<file path="src/rtl/pulse_pair_gen_pkg.sv">
// Shared definitions for the pulse-pair generator and the pulse-order detector.
package pulse_pkg;

  typedef enum logic [2:0] {
    IDLE   = 3'd0,
    FIRST  = 3'd1,
    GAP1   = 3'd2,
    SECOND = 3'd3,
    GAP2   = 3'd4
  } state_e;

  typedef enum logic {
    DIR_INC = 1'b0,
    DIR_DEC = 1'b1
  } dir_e;

  localparam int unsigned GAP_CYCLES_DEFAULT = 1;
  localparam int unsigned CNT_W_DEFAULT      = 4;

endpackage

</file>
<file path="src/rtl/sat_step_counter.sv">
// Signed saturating up/down counter of queued steps. A launch moves the
// count one step toward zero; requests that would leave the symmetric range
// are dropped and flagged for one cycle.
module sat_step_counter
  import pulse_pkg::*;
#(
  parameter int unsigned CNT_W = CNT_W_DEFAULT
) (
  input  logic             clk_i,
  input  logic             rst_ni,
  input  logic             inc_i,
  input  logic             dec_i,
  input  logic             launch_i,
  output logic [CNT_W-1:0] count_o,
  output logic             ovf_o
);

  localparam int unsigned          EW   = CNT_W + 2;
  localparam logic signed [EW-1:0] ONE  = EW'(1);
  localparam logic signed [EW-1:0] MAXV = EW'((1 << (CNT_W - 1)) - 1);
  localparam logic signed [EW-1:0] MINV = -MAXV;

  logic signed [CNT_W-1:0] count_q, count_d;
  logic                    ovf_q, ovf_d;
  logic signed [EW-1:0]    cur, req, lsign, base, cand;

  // Next count: apply launch first (always in range), then the request if it fits.
  always_comb begin
    cur   = {{2{count_q[CNT_W-1]}}, count_q};
    req   = '0;
    lsign = '0;
    if (inc_i && !dec_i) begin
      req = ONE;
    end else if (dec_i && !inc_i) begin
      req = -ONE;
    end
    if (launch_i) begin
      if (count_q[CNT_W-1]) begin
        lsign = -ONE;
      end else if (count_q != '0) begin
        lsign = ONE;
      end
    end
    base    = cur - lsign;
    cand    = base + req;
    count_d = cand[CNT_W-1:0];
    ovf_d   = 1'b0;
    if (req != '0 && (cand > MAXV || cand < MINV)) begin
      count_d = base[CNT_W-1:0];
      ovf_d   = 1'b1;
    end
  end

  // Count and overflow flag registers.
  always_ff @(posedge clk_i or negedge rst_ni) begin
    if (!rst_ni) begin
      count_q <= '0;
      ovf_q   <= 1'b0;
    end else begin
      count_q <= count_d;
      ovf_q   <= ovf_d;
    end
  end

  assign count_o = count_q;
  assign ovf_o   = ovf_q;

endmodule

</file>
<file path="src/rtl/pulse_pair_gen.sv">
// Turns single-cycle inc/dec requests into ordered pulse pairs
// (inc: pulse1 then pulse2, dec: pulse2 then pulse1), queuing requests that
// arrive while a pair is in flight.
module pulse_pair_gen
  import pulse_pkg::*;
#(
  parameter int unsigned GAP_CYCLES = GAP_CYCLES_DEFAULT,
  parameter int unsigned CNT_W      = CNT_W_DEFAULT
) (
  input  logic             clk,
  input  logic             rst_n,
  input  logic             inc,
  input  logic             dec,
  output logic             pulse1,
  output logic             pulse2,
  output logic             busy,
  output logic [CNT_W-1:0] pending,
  output logic             ovf
);

  localparam logic [3:0] GAP_LAST = 4'(GAP_CYCLES - 1);

  state_e     state_q, state_d;
  dir_e       dir_q, dir_d;
  logic [3:0] gap_q, gap_d;
  logic       launch;
  logic       pend_nz, last_gap;
  logic       pulse1_q, pulse2_q, busy_q;

  sat_step_counter #(
    .CNT_W(CNT_W)
  ) u_cnt (
    .clk_i   (clk),
    .rst_ni  (rst_n),
    .inc_i   (inc),
    .dec_i   (dec),
    .launch_i(launch),
    .count_o (pending),
    .ovf_o   (ovf)
  );

  assign pend_nz  = (pending != '0);
  assign last_gap = (gap_q == GAP_LAST);

  // Next-state logic; a launch overrides whatever IDLE/GAP2 would otherwise do.
  always_comb begin
    state_d = state_q;
    dir_d   = dir_q;
    gap_d   = gap_q;
    launch  = 1'b0;
    case (state_q)
      IDLE: begin
        launch = pend_nz;
      end
      FIRST: begin
        state_d = GAP1;
        gap_d   = '0;
      end
      GAP1: begin
        if (last_gap) begin
          state_d = SECOND;
        end else begin
          gap_d = gap_q + 4'd1;
        end
      end
      SECOND: begin
        state_d = GAP2;
        gap_d   = '0;
      end
      GAP2: begin
        if (last_gap) begin
          if (pend_nz) begin
            launch = 1'b1;
          end else begin
            state_d = IDLE;
          end
        end else begin
          gap_d = gap_q + 4'd1;
        end
      end
      default: state_d = IDLE;
    endcase
    if (launch) begin
      state_d = FIRST;
      dir_d   = pending[CNT_W-1] ? DIR_DEC : DIR_INC;
    end
  end

  // State registers plus outputs decoded from the next state, so every output is a flop.
  always_ff @(posedge clk or negedge rst_n) begin
    if (!rst_n) begin
      state_q  <= IDLE;
      dir_q    <= DIR_INC;
      gap_q    <= '0;
      pulse1_q <= 1'b0;
      pulse2_q <= 1'b0;
      busy_q   <= 1'b0;
    end else begin
      state_q  <= state_d;
      dir_q    <= dir_d;
      gap_q    <= gap_d;
      pulse1_q <= (state_d == FIRST && dir_d == DIR_INC) || (state_d == SECOND && dir_d == DIR_DEC);
      pulse2_q <= (state_d == FIRST && dir_d == DIR_DEC) || (state_d == SECOND && dir_d == DIR_INC);
      busy_q   <= (state_d != IDLE);
    end
  end

  assign pulse1 = pulse1_q;
  assign pulse2 = pulse2_q;
  assign busy   = busy_q;

endmodule

</file>
<file path="config.mk">
export PLATFORM = sky130hd
export DESIGN_NAME = pulse_pair_gen
export DESIGN_NICKNAME = d
export VERILOG_FILES = /design/src/rtl/pulse_pair_gen_pkg.sv /design/src/rtl/sat_step_counter.sv /design/src/rtl/pulse_pair_gen.sv
export SDC_FILE = /design/constraint.sdc
export NUM_CORES = 1
export LEC_CHECK = 0
export ABC_AREA = 1
export CORE_MARGIN = 5
export CORE_UTILIZATION = 50
export CTS_CLUSTER_DIAMETER = 200
export CTS_CLUSTER_SIZE = 28
export DETAILED_ROUTE_END_ITERATION = 8
export PLACE_DENSITY = 0.71
export SLEW_MARGIN = 20
export SYNTH_ARGS = -nofsm -noshare
export SYNTH_HDL_FRONTEND = slang
export SYNTH_HIERARCHICAL = 1
export SYNTH_SLANG_ARGS = --single-unit
</file>
<file path="constraint.sdc">
create_clock -name clk -period 6.15 [get_ports clk]
set_input_delay 0.9225 -clock clk [delete_from_list [all_inputs] [get_ports clk]]
set_output_delay 0.9225 -clock clk [all_outputs]
set_load 0.02 [all_outputs]
</file>
==> results.sh, run 1 <==
export IMPL_synth_fp_nets=192
export IMPL_drt_iter0_drc=38
export IMPL_finalSetupViolCount=0
export IMPL_portBuffers=11
export IMPL_core_area_um2=2480
export IMPL_wl_um=2450
export IMPL_cts_resized=0
export IMPL_use_met1=0.201
export IMPL_die_x_um=60.8
export IMPL_synth_top_area_frac=0.310
export IMPL_clk_pin_slew_worst_paths_ns=0.10
export IMPL_start_kind="flip-flop"
export IMPL_use_met3=0.0191
export IMPL_die_y_um=60.8
export IMPL_antenna_found_initial=0
export IMPL_grt_usage=0.147
export IMPL_synthArstFlopShare=1.00
export IMPL_startpoint="gap_q[0]"
export IMPL_grt_pass1_wl_um=4120
export IMPL_max_slew_worst_pin_slew_ns=0.705
export IMPL_finalCritPeriodShare=0.572
export IMPL_report_final_hold_viol_count=0
export IMPL_ys_flop_type="dfrtp_1"
export IMPL_via_per_inst=5.09
export IMPL_max_cap_violations=0
export IMPL_maxSlewHeadroom=0.528
export IMPL_cts_buffers=3
export IMPL_synth_top_area_cell="dfrtp_1"
export IMPL_layout_commonest_cell="nand2_1"
export IMPL_start_util=0.521
export IMPL_synth_area_per_cell_um2=7.38
export IMPL_place_hpwl_um=2040
export IMPL_whs_ns=0.502
export IMPL_globalRoute_totalOverflow=0
export IMPL_synth_cells=175
export IMPL_drive_gt1_frac=0.121
export IMPL_insertedDiodeCount=0
export IMPL_netlist_area_um2=1290
export IMPL_finClkSkew_ns=0.00406
export IMPL_fillerInstances=224
export IMPL_die_area_um2=3700
export IMPL_wl_per_cell_um=11.1
export IMPL_cts_buffer_depth=2
export IMPL_grt_max_degree=17
export IMPL_max_freq_mhz=284
export IMPL_status="finished, final reports clean"
export IMPL_synth_edf_count=0
export IMPL_period_needed_ns=3.52
export IMPL_cts_root_buf="clkbuf_4"
export IMPL_globalplace_congestion=0.833
export IMPL_final_area_um2=1480
export IMPL_synth_seq_cells=16
export IMPL_cp_arrival_ns=3.70
export IMPL_post_cts_buffers=0
export IMPL_cts_sinks=16
export IMPL_final_cell_mix="42 x nand2_1, 30 x inv_1, 23 x nand3_1"
export IMPL_worstSkewPairLatency_ns=0.28
export IMPL_ctsHoldBuffers=0
export IMPL_area_growth_pct=14.2
export IMPL_yosys_top_cells_area="dfrtp_1 31%, nand2_1 12%, ha_1 11%, nand3_1 8.9%, inv_1 8.7%"
export IMPL_drv_slew=0
export IMPL_crit_required_ns=6.33
export IMPL_grt_met2_usage=0.231
export IMPL_synth_distinct_cells=22
export IMPL_rsz0062_at_grt="no"
export IMPL_io_pins=12
export IMPL_grt_busiest_layer="met2"
export IMPL_hp_class="flip-flop to flip-flop"
export IMPL_ys_warn_count=6
export IMPL_holdCritStartpoint="dir_q"
export IMPL_crit_type="flip-flop to flip-flop"
export IMPL_drt_pass1_iter_count=4
export IMPL_drc=0
export IMPL_setup_tns_ns=0
export IMPL_final_antenna_net_count=0
export IMPL_cts_tree="built"
export IMPL_cp_max_fo=6
export IMPL_r2r_start="gap_q[0]"
export IMPL_end_kind="flip-flop"
export IMPL_htreeDepth=1
export IMPL_nets=208
export IMPL_vias=1120
export IMPL_grt_pass1_vias=1008
export IMPL_placed_area_um2=1440
export IMPL_num_rows=18
export IMPL_ys_seq_area_frac=0.310
-- synthesized netlist by cell type (3+ instances only) --
library cell	count
nand3_1	23
ha_1	11
nand4_1	4
nand2_1	42
nor2_2	3
xor2_1	4
nor2_1	10
inv_1	30
nand3_2	4
dfrtp_1	16
a21oi_1	6
nand2_2	9
-- metrics by stage --
| step | setup WS [ns] | util | cells |
|---|---|---|---|
| after floorplan | 3.09 | - | 175 |
| after global placement | 2.72 | 0.581 | 216 |
| after detailed placement | 2.64 | 0.581 | 216 |
| after CTS | 2.65 | 0.595 | 220 |
| after global routing | 2.33 | 0.595 | 220 |
| final | 2.63 | 0.595 | 220 |
-- state kept, by name, summed over array words and instances, names as in the netlist --
signal         cells
gap_q              4
u_cnt/count_o      4
state_q            3
busy               1
dir_q              1
pulse1             1
pulse2             1
u_cnt/ovf_o        1
-- worst max-delay path, stage by stage, from the launching register on --
cell,delay (ns)
dfrtp_1,0.43
inv_1,0.07
ha_1,0.15
nand2_2,0.10
nand2_2,0.11
nand3_4,0.10
inv_1,0.09
inv_1,0.05
nor2_1,0.10
ha_1,0.14
inv_1,0.05
fa_1,0.39
xor2_1,0.31
ha_1,0.37
nand2_1,0.10
nand2_1,0.05
nand2_1,0.07
nand2_1,0.05
nor2_1,0.15
nand3_1,0.13
nand3_2,0.13
nand3_2,0.13
nand2_1,0.08
nand2_1,0.05
-- area by class of cell --
type                            count  area (µm²)  share of cell area
Clock buffer                        4        36.3              0.0246
Inverter                           30         113              0.0763
Multi-Input combinational cell    129         778               0.528
Sequential cell                    16         400               0.271
Tap cell                           30        37.5              0.0254
Timing Repair Buffer               11         110              0.0746
-- cell families (layout without fill, tap and decap cells) --
| family | count (synthesis) | in the layout | synth area share |
|---|---|---|---|
| flip-flops | 16 | 16 | 0.310 |
| adder cells (fa/ha/maj) | 13 | 13 | 0.138 |
| AND/OR/NAND/NOR | 99 | 99 | 0.380 |
| buffers and inverters | 30 | 45 | 0.0872 |
| XOR/XNOR | 5 | 5 | 0.0339 |
| AO/OA/AOI/OAI | 12 | 12 | 0.0514 |
-- metal layers --
layer  vias to the layer above  wire length (µm)
li1                        588                 -
met1                       505              1180
met2                        23              1110
met3                         4               105
met4                         0                44
met5                         -                 0
-- worst paths after layout --
kind / end / slack [ns] / cells after the start
min: dir_q / 0.50 / 2
max in group asynchronous: state_q[2] / 4.65 / 1
min in group asynchronous: pulse2 / 1.05 / 1
min reg2reg: dir_q / 0.50 / 2
max reg2reg: u_cnt/count_o[1] / 2.63 / 23
max: u_cnt/count_o[1] / 2.63 / 23
Power of run 1 is left out: the tool's default activity adds up to more than one toggle a clock period on the data nets, which glitch-free logic cannot reach.
==> run 2, diff against run 1 <==
==> constraint.sdc (replaced) <==
create_clock -name clk -period 3.3 [get_ports clk]
set_input_delay 0.495 -clock clk [delete_from_list [all_inputs] [get_ports clk]]
set_output_delay 0.495 -clock clk [all_outputs]
set_load 0.02 [all_outputs]
==> results.sh, run 2 (synthesis results as in run 1) <==
export IMPL_status="finished, final reports clean"
export IMPL_dp_cells=229
export IMPL_crit_type="flip-flop to flip-flop"
export IMPL_startpoint="gap_q[0]"
export IMPL_end_kind="flip-flop"
export IMPL_cp_arrival_ns=3.46
export IMPL_drive_gt1_frac=0.357
export IMPL_grt_pass1_vias=1164
export IMPL_cts_sinks=16
export IMPL_worst_r2r_setup_slack_ns=0.06
export IMPL_vias=1246
export IMPL_crit_required_ns=3.53
export IMPL_ctsHoldBuffers=0
export IMPL_cts_buffers=3
export IMPL_drv_slew=0
export IMPL_reg2regPathDepth=24
export IMPL_place_hpwl_um=2370
export IMPL_cp_slowest_cell="fa_2"
export IMPL_wl_per_cell_um=13.2
export IMPL_layout_commonest_cell="nand2_1"
export IMPL_start_kind="flip-flop"
export IMPL_wl_um=3170
export IMPL_worstSkewPairLatency_ns=0.29
export IMPL_dp_worst_setup_slack_ns=-0.0419
export IMPL_start_util=0.521
export IMPL_setup_slack_ns=0.0633
export IMPL_nets=228
export IMPL_grt_max_degree=17
export IMPL_insertedDiodeCount=0
export IMPL_num_rows=18
export IMPL_cts_tree="built"
export IMPL_area_growth_pct=38.2
export IMPL_r2r_start="gap_q[0]"
export IMPL_crit_top_cell="inv_2"
export IMPL_path_cells="inv_1, ha_2, nand2_2, nand2_2, nand3_4, inv_2, inv_2, nor2_2, ha_2, inv_2, fa_2, inv_2, fa_2, inv_2, nand3_2, nand2_1, nand2_1, nand2_2, nand2_2, nor2_4, nand3_4, nand3_4, nand2_1, nand2_1"
export IMPL_globalplace_congestion=0.853
export IMPL_portBuffers=11
export IMPL_setup_tns_ns=0
export IMPL_hold_path_end="dir_q"
export IMPL_reg2reg_to="u_cnt/count_o[0]"
export IMPL_post_route_util=0.720
export IMPL_die_area_um2=3700
export IMPL_max_slew_worst_pin_slew_ns=0.712
export IMPL_maxSlewHeadroom=0.524
export IMPL_max_freq_mhz=309
export IMPL_report_final_hold_viol_count=0
export IMPL_drc=0
export IMPL_finClkSkew_ns=0.00773
export IMPL_cp_max_fo=5
export IMPL_period_needed_ns=3.24
export IMPL_antenna_found_initial=0
export IMPL_layout_cells_non_filler=240
export IMPL_drt_pass1_iter_count=4
export IMPL_die_x_um=60.8
export IMPL_rsz0062_at_grt="yes"
export IMPL_final_antenna_net_count=0
export IMPL_holdCritStartpoint="dir_q"
export IMPL_htreeDepth=1
export IMPL_hold_depth=2
export IMPL_hp_class="flip-flop to flip-flop"
export IMPL_finalCritPeriodShare=0.981
export IMPL_slowest_delay_ns=0.60
export IMPL_io_pins=12
export IMPL_via_per_inst=5.19
export IMPL_final_cell_mix="36 x nand2_1, 24 x inv_1, 20 x buf_4"
export IMPL_clk_pin_slew_worst_paths_ns=0.10
export IMPL_finalSetupViolCount=0
export IMPL_die_y_um=60.8
export IMPL_cts_root_buf="clkbuf_4"
export IMPL_globalRoute_totalOverflow=0
export IMPL_core_area_um2=2480
export IMPL_drt_iter0_drc=60
export IMPL_grt_usage=0.177
export IMPL_cts_buffer_depth=2
export IMPL_grt_pass1_wl_um=4910
export IMPL_max_cap_violations=0
-- run 2: worst max path at each step --
| stage | to |
|---|---|
| floorplan | u_cnt/count_o[2] |
| global placement | u_cnt/count_o[0] |
| detailed placement | u_cnt/count_o[0] |
| CTS | u_cnt/count_o[0] |
| global route | u_cnt/count_o[0] |
| finish | u_cnt/count_o[0] |
-- run 2: per-stage QoR --
stage | hold WS, ns | cell area, µm²
2_1_floorplan | 0.199 | 1290
3_3_place_gp | 0.476 | 1540
3_5_place_dp | 0.503 | 1540
4_1_cts | 0.530 | 1590
5_1_grt | 0.581 | 1780
6_report | 0.521 | 1780
-- run 2: routing by layer --
metal	global-route usage	routed length, µm	share of wire
met5	0	0	0
met4	0.0650	31	0.0098
met3	0.0191	84	0.027
met2	0.318	1640	0.52
met1	0.216	1410	0.44
-- run 2: what timing repair did --
item / CTS / global route
hold endpoints to repair: 0 / 0
gates resized for setup: 1 / 39
endpoints found under the setup margin: 5 / 5
setup buffers: 1 / 6
pin swaps: 0 / 20
-- run 2: final cells by class --
cell class              count  area (µm²)
well taps                  30        37.5
inverters                  30         113
flip-flops and latches     16         400
clock buffers               4        36.3
repair buffers             31         260
multi-input cells         129         937
fillers                   189         693
-- run 2: worst max-delay path, delay by kind of cell (launching register included) --
family | cells | cell delay (ns)
and+or+nand+nor | 14 | 1.15
DFF | 1 | 0.39
buffers and inverters | 6 | 0.33
adders and majority gates | 4 | 1.31
Power of run 2 is left out for the same reason.
==> run 3, diff against run 2 <==
--- a/config.mk
+++ b/config.mk
@@ -6,13 +6,13 @@
 export NUM_CORES = 1
 export LEC_CHECK = 0
 export ABC_AREA = 1
+export ABC_CLOCK_PERIOD_IN_PS = 3300
 export CORE_MARGIN = 5
 export CORE_UTILIZATION = 50
 export CTS_CLUSTER_DIAMETER = 200
 export CTS_CLUSTER_SIZE = 28
 export DETAILED_ROUTE_END_ITERATION = 8
 export PLACE_DENSITY = 0.71
-export SLEW_MARGIN = 20
 export SYNTH_ARGS = -nofsm -noshare
 export SYNTH_HDL_FRONTEND = slang
 export SYNTH_HIERARCHICAL = 1
==> results of run 3 <==
Same layout as run 2: the final DEF is identical, and so are final timing and power.
Power of run 3 is left out for the same reason.
